--- src/rtl/snn_pkg.sv ---
// rtl/snn_pkg.sv - shared widths, FSM states and saturating-add constants for the SNN integrator
package snn_pkg;

  localparam int SUM_WIDTH_DEF  = 9;
  localparam int POT_WIDTH_DEF  = 16;
  // One guard bit is enough because SUM_WIDTH is always narrower than POT_WIDTH
  localparam int SAT_GUARD_BITS = 1;

  typedef enum logic [1:0] {
    IDLE   = 2'd0,
    UPDATE = 2'd1,
    DONE   = 2'd2
  } state_t;

endpackage

--- src/rtl/neuron_update_unit.sv ---
// rtl/neuron_update_unit.sv - leak, threshold compare and reset for one neuron (time-shared)
// Leak term V - (V >>> shift) exists only when SNN_LEAK_EN is defined.
module neuron_update_unit
  import snn_pkg::*;
#(
  parameter int POT_WIDTH = POT_WIDTH_DEF
) (
  input  logic signed [POT_WIDTH-1:0] pot_i,
  input  logic signed [POT_WIDTH-1:0] threshold_i,
  input  logic signed [POT_WIDTH-1:0] reset_pot_i,
`ifdef SNN_LEAK_EN
  input  logic        [3:0]           leak_shift_i,
`endif
  output logic signed [POT_WIDTH-1:0] pot_o,
  output logic                        fire_o
);

  logic signed [POT_WIDTH-1:0] leaked;

`ifdef SNN_LEAK_EN
  // Same-sign shift never exceeds |V|, so the subtraction cannot overflow
  assign leaked = pot_i - (pot_i >>> leak_shift_i);
`else
  assign leaked = pot_i;
`endif

  assign fire_o = (leaked >= threshold_i);
  assign pot_o  = fire_o ? reset_pot_i : leaked;

endmodule

--- src/rtl/snn_neuron_integrator.sv ---
// rtl/snn_neuron_integrator.sv - time-multiplexed LIF neuron integrator with per-tick spike sweep
// Optional leak enabled by defining SNN_LEAK_EN.
module snn_neuron_integrator
  import snn_pkg::*;
#(
  parameter int NUM_NEURONS = 16,
  parameter int SUM_WIDTH   = SUM_WIDTH_DEF,
  parameter int POT_WIDTH   = POT_WIDTH_DEF
) (
  input  logic                           clk_i,
  input  logic                           rst_i,
  input  logic signed [SUM_WIDTH-1:0]    sum_i,
  input  logic                           sum_valid_i,
  output logic                           sum_ready_o,
  input  logic [$clog2(NUM_NEURONS)-1:0] neuron_idx_i,
  input  logic                           tick_i,
  input  logic signed [POT_WIDTH-1:0]    threshold_i,
  input  logic signed [POT_WIDTH-1:0]    reset_pot_i,
  input  logic [3:0]                     leak_shift_i,
  output logic [NUM_NEURONS-1:0]         spike_o,
  output logic                           spike_valid_o,
  output logic                           busy_o
);

  localparam int IDX_W = $clog2(NUM_NEURONS);
  localparam int ACC_W = POT_WIDTH + SAT_GUARD_BITS;
  localparam logic [IDX_W-1:0] LAST_IDX = IDX_W'(NUM_NEURONS - 1);
  localparam logic signed [POT_WIDTH-1:0] POT_MAX = {1'b0, {(POT_WIDTH-1){1'b1}}};
  localparam logic signed [POT_WIDTH-1:0] POT_MIN = {1'b1, {(POT_WIDTH-1){1'b0}}};

  state_t                      state;
  logic [IDX_W-1:0]            cnt;
  logic signed [POT_WIDTH-1:0] pot [NUM_NEURONS];
  logic [NUM_NEURONS-1:0]      spike_build;
  logic [NUM_NEURONS-1:0]      spike_next;
  logic signed [POT_WIDTH-1:0] thr_q;
  logic signed [POT_WIDTH-1:0] rpot_q;
  logic signed [POT_WIDTH-1:0] upd_pot;
  logic                        upd_fire;
  logic [ACC_W-1:0]            acc;
  logic signed [POT_WIDTH-1:0] acc_sat;

  assign sum_ready_o = (state == IDLE);
  assign busy_o      = (state != IDLE);

  // Guard-bit add: the two MSBs disagree exactly when the POT_WIDTH result overflowed
  assign acc = {pot[neuron_idx_i][POT_WIDTH-1], pot[neuron_idx_i]}
             + {{(ACC_W-SUM_WIDTH){sum_i[SUM_WIDTH-1]}}, sum_i};

  always_comb begin
    acc_sat = acc[POT_WIDTH-1:0];
    if (acc[ACC_W-1] != acc[ACC_W-2]) begin
      acc_sat = acc[ACC_W-1] ? POT_MIN : POT_MAX;
    end
  end

  always_comb begin
    spike_next      = spike_build;
    spike_next[cnt] = upd_fire;
  end

`ifdef SNN_LEAK_EN
  logic [3:0] lshift_q;
`else
  logic unused_leak_shift;
  assign unused_leak_shift = ^leak_shift_i;
`endif

  neuron_update_unit #(
    .POT_WIDTH (POT_WIDTH)
  ) u_update (
    .pot_i        (pot[cnt]),
    .threshold_i  (thr_q),
    .reset_pot_i  (rpot_q),
`ifdef SNN_LEAK_EN
    .leak_shift_i (lshift_q),
`endif
    .pot_o        (upd_pot),
    .fire_o       (upd_fire)
  );

  always_ff @(posedge clk_i or posedge rst_i) begin
    if (rst_i) begin
      state         <= IDLE;
      cnt           <= '0;
      spike_build   <= '0;
      spike_o       <= '0;
      spike_valid_o <= 1'b0;
      thr_q         <= '0;
      rpot_q        <= '0;
`ifdef SNN_LEAK_EN
      lshift_q      <= '0;
`endif
      for (int i = 0; i < NUM_NEURONS; i++) begin
        pot[i] <= '0;
      end
    end else begin
      spike_valid_o <= 1'b0;
      case (state)
        IDLE: begin
          // A sum arriving with the tick lands before neuron sweep reads it
          if (sum_valid_i) begin
            pot[neuron_idx_i] <= acc_sat;
          end
          if (tick_i) begin
            thr_q       <= threshold_i;
            rpot_q      <= reset_pot_i;
`ifdef SNN_LEAK_EN
            lshift_q    <= leak_shift_i;
`endif
            cnt         <= '0;
            spike_build <= '0;
            state       <= UPDATE;
          end
        end
        UPDATE: begin
          pot[cnt]    <= upd_pot;
          spike_build <= spike_next;
          cnt         <= cnt + 1'b1;
          if (cnt == LAST_IDX) begin
            spike_o       <= spike_next;
            spike_valid_o <= 1'b1;
            state         <= DONE;
          end
        end
        DONE: begin
          state <= IDLE;
        end
        default: begin
          state <= IDLE;
        end
      endcase
    end
  end

endmodule

--- config.mk ---
export PLATFORM = sky130hd
export DESIGN_NAME = snn_neuron_integrator
export DESIGN_NICKNAME = d
export VERILOG_FILES = /design/src/rtl/snn_pkg.sv /design/src/rtl/neuron_update_unit.sv /design/src/rtl/snn_neuron_integrator.sv
export SDC_FILE = /design/constraint.sdc
export NUM_CORES = 1
export LEC_CHECK = 0
export CORE_UTILIZATION = 40
export CTS_CLUSTER_DIAMETER = 120
export DETAILED_ROUTE_END_ITERATION = 8
export PLACE_DENSITY_LB_ADDON = 0.3
export SYNTH_ARGS = -nofsm -noshare
export SYNTH_HDL_FRONTEND = slang
export SYNTH_SLANG_ARGS = --single-unit
--- constraint.sdc ---
create_clock -name clk_i -period 15.3 [get_ports clk_i]
set_clock_uncertainty 0.1 [all_clocks]
set_input_delay 2.295 -clock clk_i [delete_from_list [all_inputs] [get_ports clk_i]]
set_output_delay 2.295 -clock clk_i [all_outputs]
set_load 0.01 [all_outputs]
==> results of run 1 <==
[sequential cells by signal, indices dropped and copies added, names as in the netlist]
| name | count |
|---|---|
| rpot_q | 16 |
| cnt | 4 |
| pot | 256 |
| state | 2 |
| spike_build | 15 |
| spike_valid_o | 1 |
| spike_o | 16 |
| thr_q | 16 |
[stage by stage]
step                      instance area, um2  worst slack, ps  instances
after floorplan                        19500             3880       1712
after global placement                 20500             6570       2266
after detailed placement               20500             6510       2266
after CTS                              21700             7080       2333
after global routing                   21700             6680       2334
final                                  21700             6880       2334
[cells in the mapped netlist, types with 11 or more instances]
| cell | count | area [um2] |
|---|---|---|
| sky130_fd_sc_hd__a21oi_1 | 39 | 195 |
| sky130_fd_sc_hd__a221o_1 | 72 | 721 |
| sky130_fd_sc_hd__and2_1 | 30 | 188 |
| sky130_fd_sc_hd__and3_1 | 15 | 93.8 |
| sky130_fd_sc_hd__buf_2 | 36 | 180 |
| sky130_fd_sc_hd__buf_6 | 11 | 124 |
| sky130_fd_sc_hd__clkbuf_1 | 100 | 375 |
| sky130_fd_sc_hd__dfrtp_1 | 326 | 8160 |
| sky130_fd_sc_hd__ha_1 | 36 | 450 |
| sky130_fd_sc_hd__inv_1 | 29 | 109 |
| sky130_fd_sc_hd__mux2_2 | 23 | 259 |
| sky130_fd_sc_hd__mux4_2 | 160 | 3600 |
| sky130_fd_sc_hd__nand2_1 | 270 | 1010 |
| sky130_fd_sc_hd__nand2b_1 | 12 | 75.1 |
| sky130_fd_sc_hd__nand3_1 | 30 | 150 |
| sky130_fd_sc_hd__nor2_1 | 96 | 360 |
| sky130_fd_sc_hd__nor3_1 | 12 | 60.1 |
| sky130_fd_sc_hd__o211ai_1 | 31 | 233 |
| sky130_fd_sc_hd__o21a_1 | 16 | 120 |
| sky130_fd_sc_hd__o21ai_0 | 55 | 275 |
| sky130_fd_sc_hd__o221ai_1 | 168 | 1470 |
| sky130_fd_sc_hd__o22a_1 | 13 | 114 |
[cell type report]
| class | count | area (um2) | share of cell area |
|---|---|---|---|
| Clock buffer | 54 | 1050 | 0.0484 |
| Clock inverter | 13 | 170 | 0.00784 |
| Inverter | 32 | 128 | 0.00588 |
| Multi-Input combinational cell | 1196 | 10500 | 0.485 |
| Sequential cell | 326 | 8160 | 0.376 |
| Tap cell | 615 | 769 | 0.0354 |
| Timing Repair Buffer | 98 | 906 | 0.0417 |
[worst paths after layout]
check                                   to  cells after the start
worst max-delay path              pot[206]                     12
worst min-delay path            spike_o[7]                      2
worst max register to register    pot[218]                     11
worst min register to register  spike_o[7]                      2
max in group asynchronous         pot[254]                      4
min in group asynchronous        rpot_q[5]                      2
[worst max-delay path: cells and delay by family]
family | cells | cell delay (ps)
muxes | 2 | 1150
adders and majority gates | 1 | 430
and+or+nand+nor | 1 | 310
AOI/OAI and AO/OA | 6 | 3150
buffers and inverters | 2 | 1390
[logic make-up (layout without fill, tap and decap cells)]
group / count (synthesis) / count (layout) / synth area share
AO/OA/AOI/OAI: 451 / 451 / 0.186
flip-flops: 326 / 326 / 0.418
buffers and inverters: 190 / 197 / 0.0433
adder cells (fa/ha/maj): 37 / 37 / 0.0241
multiplexers: 199 / 199 / 0.213
AND/OR/NAND/NOR: 499 / 499 / 0.112
XOR/XNOR: 10 / 10 / 0.00449
[layout by cell type (no fill, tap or decap), types with 29 or more instances in the layout]
cell type / n
sky130_fd_sc_hd__dfrtp_1: 324
sky130_fd_sc_hd__nor2_1: 96
sky130_fd_sc_hd__a21oi_1: 39
sky130_fd_sc_hd__buf_4: 32
sky130_fd_sc_hd__clkdlybuf4s50_1: 64
sky130_fd_sc_hd__and2_1: 29
sky130_fd_sc_hd__mux4_2: 160
sky130_fd_sc_hd__o211ai_1: 31
sky130_fd_sc_hd__a221o_1: 72
sky130_fd_sc_hd__nand3_1: 30
sky130_fd_sc_hd__o221ai_1: 168
sky130_fd_sc_hd__o21ai_0: 55
sky130_fd_sc_hd__clkbuf_16: 37
sky130_fd_sc_hd__ha_1: 36
sky130_fd_sc_hd__nand2_1: 270
[metal layers]
metal  GRT usage  wire length, um  up-vias
met4      0.0808             1760        0
li1            -                -     6661
met3      0.0611             7040      156
met1       0.355            25500     8119
met2       0.419            30300      997
met5           0                0        -
==> flow_summary.yaml, run 1 <==
timing:
  max_slew.worst_pin.slew_ps: 1380
  report.final.slew_viol_count: 0
  max_slew_margin: 0.0738
  timing.final.crit_share: 0.550
  fin_tns_setup_ps: 0
  fmax_ghz: 0.119
  rsz0062_at_grt: "no"
  period_needed_ps: 8420
  hold_violations: 0
  finalSetupViolations: 0
  hold_slack_ps: 359
global_routing:
  grt_util_all_layers: 0.262
  globalRoute.totalOverflow: 0
  grt_first_pass_wirelength_mm: 99.5
  vias_in_the_first_global_route: 15800
  antenna_found_initial: 0
  grt_start_max_net_pins: 178
placed_design:
  dp.final_hpwl_mm: 45.7
  gp_congestion: 0.958
  port_buffers: 67
yosys:
  synth-seq-area-share: 0.418
  syn-instance-count: 1712
  avgSynthCellArea_um2: 11.4
  synth.distinct_cells: 67
  yosys_warnings: 0
  synth_async_sr_flop_share: 1.00
  synth.cell_area_um2: 19500
  synth-edff-count: 0
  ys_dominant_reg_cell: "sky130_fd_sc_hd__dfrtp_1"
  synth.ff_latch_count: 326
  mappedNetlistNets: 1802
clock_tree:
  clock_tree.buffer_depth: 3
  h_tree_levels: 2
  tritoncts_clock_tree: "built"
  post-cts-setup-buffers: 0
  post_cts_resized: 0
  clk_root_buffer_cell: "sky130_fd_sc_hd__clkbuf_16"
  clkSlewWorstSetupHoldPaths_ps: 60
  cts_inserted_buffers: 37
  clk_latency_ps: 560
  tritoncts_num_sinks: 326
  cts_stage_hold_buffer_count: 0
layout:
  fin_nets: 1781
  antenna_cells_inserted: 0
  syn2layout_area_growth_pct: 11.2
  layout-drive-gt1-share: 0.183
  utilization: 0.453
  layout.filler_cells: 4338
critical_path:
  worstPathMaxFanout: 42
  critical-path-slowest-cell: "sky130_fd_sc_hd__a211oi_2"
  critical_path.reg2reg.startpoint: "cnt[0]"
  crit_path_start_kind: "input pin"
  cp_data_arrival_time_ps: 8790
  critPathCaptureType: "flip-flop"
  max_stage_delay_ps: 980
  cp_cell_sequence: "buf_4 -> buf_4 -> mux4_2 -> mux4_2 -> ha_1 -> o21a_1 -> o211ai_1 -> a2111o_1 -> a21oi_2 -> and4b_1 -> a211oi_2 -> a221o_1"
  worst_setup_path_startpoint: "neuron_idx_i[0]"
  type_of_the_worst_setup_path: "in2reg"
  worst_ep_required_time_ps: 15680
  reg2reg_setup_slack_ps: 8850
drt:
  avgRoutedWirePerCell_um: 27.7
  drt-total-wl_mm: 64.6
  drc: 0
  first_pass_iters: 6
  routed_via_density: 6.83
  first_iter_violations: 2124
  vias_after_detailed_routing: 15900
  final_antenna_violating_net_count: 0
floorplan:
  floorplan.rows: 80
  design.die.area_um2: 49700
  core_um2: 47900
  floorplan.die.width_um: 223
  die-height_um: 223
  io_pins: 72
  start_util: 0.407
worst_hold_path:
  holdCritPathClass: "reg2reg"
  min-delay-start: "spike_build[7]"
outcome:
  outcome: "finished, final reports clean"
flow_run:
  cap_viol_max_count: 0
Power of run 1 is left out: the tool's default activity adds up to more than one toggle a clock period on the data nets, which glitch-free logic cannot reach.
==> run 2, diff against run 1 <==
==> constraint.sdc (replaced) <==
create_clock -name clk_i -period 8.2 [get_ports clk_i]
set_clock_uncertainty 0.1 [all_clocks]
set_input_delay 1.23 -clock clk_i [delete_from_list [all_inputs] [get_ports clk_i]]
set_output_delay 1.23 -clock clk_i [all_outputs]
set_load 0.01 [all_outputs]
==> run 2 against run 1 <==
Routed wire length is 2.8% higher. Design area up 0.58%. Global-route usage up 0.75 points. Die area unchanged. Non-clock buffer count increased by 11. Register-to-register slack lost 6800 ps. Sequential share of layout area fell by 0.22 points. Final cell count increased by 0.43%. Critical path type unchanged. Highest routed layer unchanged. Hold slack better by 9.6 ps. Via count increased by 1.4%.
==> flow_summary.yaml, run 2 (same netlist as run 1, synthesis figures left out) <==
outcome:
  outcome: "finished, final reports clean"
floorplan:
  floorplan.die.width_um: 223
  design.die.area_um2: 49700
  floorplan.rows: 80
  io_pins: 72
  start_util: 0.407
  core_um2: 47900
  die-height_um: 223
critical_path:
  max_stage_delay_ps: 870
  critical-path-slowest-cell: "sky130_fd_sc_hd__o21ai_1"
  cpMostUsedCell: "sky130_fd_sc_hd__buf_4"
  cp_data_arrival_time_ps: 6720
  crit_path_start_kind: "input pin"
  critPathCaptureType: "flip-flop"
  reg2reg_setup_slack_ps: 2080
  worst_ep_required_time_ps: 8460
  worstPathMaxFanout: 48
  cp_cell_sequence: "buf_4 -> buf_4 -> mux4_2 -> mux4_2 -> ha_1 -> a21oi_2 -> o21ai_1 -> a221oi_2 -> a21oi_2 -> buf_4 -> and3_1 -> buf_4 -> o21ai_1 -> o221ai_1"
  type_of_the_worst_setup_path: "in2reg"
global_routing:
  globalRoute.totalOverflow: 0
  antenna_found_initial: 0
  vias_in_the_first_global_route: 16000
  grt_start_max_net_pins: 125
  grt_first_pass_wirelength_mm: 103
  grt_util_all_layers: 0.270
timing:
  period_needed_ps: 6460
  setup_ws_ps: 1740
  hold_violations: 0
  timing.final.crit_share: 0.788
  fin_tns_setup_ps: 0
  finalSetupViolations: 0
  rsz0062_at_grt: "no"
  fmax_ghz: 0.155
  max_slew.worst_pin.slew_ps: 1300
  max_slew_margin: 0.130
  report.final.slew_viol_count: 0
flow_run:
  cap_viol_max_count: 0
drt:
  final_antenna_violating_net_count: 0
  vias_after_detailed_routing: 16200
  first_pass_iters: 6
  avgRoutedWirePerCell_um: 28.3
  routed_via_density: 6.89
  drc: 0
  drt-total-wl_mm: 66.4
  first_iter_violations: 2325
placed_design:
  placed_area_um2: 20600
  placed_cells_incl_taps: 2277
  gp_congestion: 0.919
  dp.final_hpwl_mm: 46.9
  place_ws_ps: 1270
  port_buffers: 67
clock_tree:
  post-cts-setup-buffers: 0
  tritoncts_clock_tree: "built"
  clk_root_buffer_cell: "sky130_fd_sc_hd__clkbuf_16"
  post_cts_resized: 0
  cts_stage_hold_buffer_count: 0
  tritoncts_num_sinks: 326
  clkSlewWorstSetupHoldPaths_ps: 60
  clk_latency_ps: 550
  cts_inserted_buffers: 38
  h_tree_levels: 2
  clock_tree.buffer_depth: 3
layout:
  biggest_register: "pot"
  layout_common_cells: "324 x sky130_fd_sc_hd__dfrtp_1, 270 x sky130_fd_sc_hd__nand2_1, 168 x sky130_fd_sc_hd__o221ai_1, 160 x sky130_fd_sc_hd__mux4_2, 96 x sky130_fd_sc_hd__nor2_1"
  final_area_um2: 21800
  leading_cell_type_in_the_layout_fill_and_taps_excluded: "sky130_fd_sc_hd__dfrtp_1"
  fin_nets: 1793
  final_cells: 2344
  layout-drive-gt1-share: 0.189
  layout.filler_cells: 4310
  syn2layout_area_growth_pct: 11.8
  flip_flop_count_of_the_largest_register_after_layout: 256
  antenna_cells_inserted: 0
worst_hold_path:
  holdCritPathClass: "reg2reg"
[run 2: layout make-up]
class                           count  area [um2]  area share
Multi-Input combinational cell   1196       10500       0.482
Clock inverter                     14         193     0.00882
Tap cell                          615         769      0.0352
Sequential cell                   326        8160       0.374
Inverter                           32         124     0.00567
Clock buffer                       52        1060      0.0487
Timing Repair Buffer              109         998      0.0457
[run 2: through the flow]
| step | utilization | hold WS (ps) |
|---|---|---|
| finish | 0.455 | 368 |
| global route | 0.455 | 389 |
| CTS | 0.455 | 373 |
| detailed placement | 0.429 | 357 |
| global placement | 0.429 | 359 |
| floorplan | - | 332 |
[run 2: routing by layer]
| layer | vias to the layer above | global-route usage | part of all wire |
|---|---|---|---|
| li1 | 6686 | - | - |
| met4 | 0 | 0.0770 | 0.028 |
| met1 | 8252 | 0.361 | 0.39 |
| met2 | 1064 | 0.432 | 0.47 |
| met3 | 159 | 0.0710 | 0.11 |
| met5 | - | 0 | 0 |
[run 2: final timing paths]
| path | start | to | cells past startpoint |
|---|---|---|---|
| setup reg to reg | cnt[0] | pot[202] | 11 |
| hold / removal | spike_build[4] | spike_o[4] | 2 |
| max in group asynchronous | rst_i | cnt[0] | 4 |
| min in group asynchronous | rst_i | thr_q[5] | 3 |
| setup / recovery | neuron_idx_i[0] | pot[36] | 14 |
| hold reg to reg | spike_build[4] | spike_o[4] | 2 |
[run 2: worst max-delay path, delay by kind of cell]
kind | cells | cell delay [ps]
simple gates | 1 | 240
mux | 2 | 1080
buf+inv | 4 | 1580
compound gates | 6 | 2110
fa+ha+maj | 1 | 370
Power of run 2 is left out for the same reason.
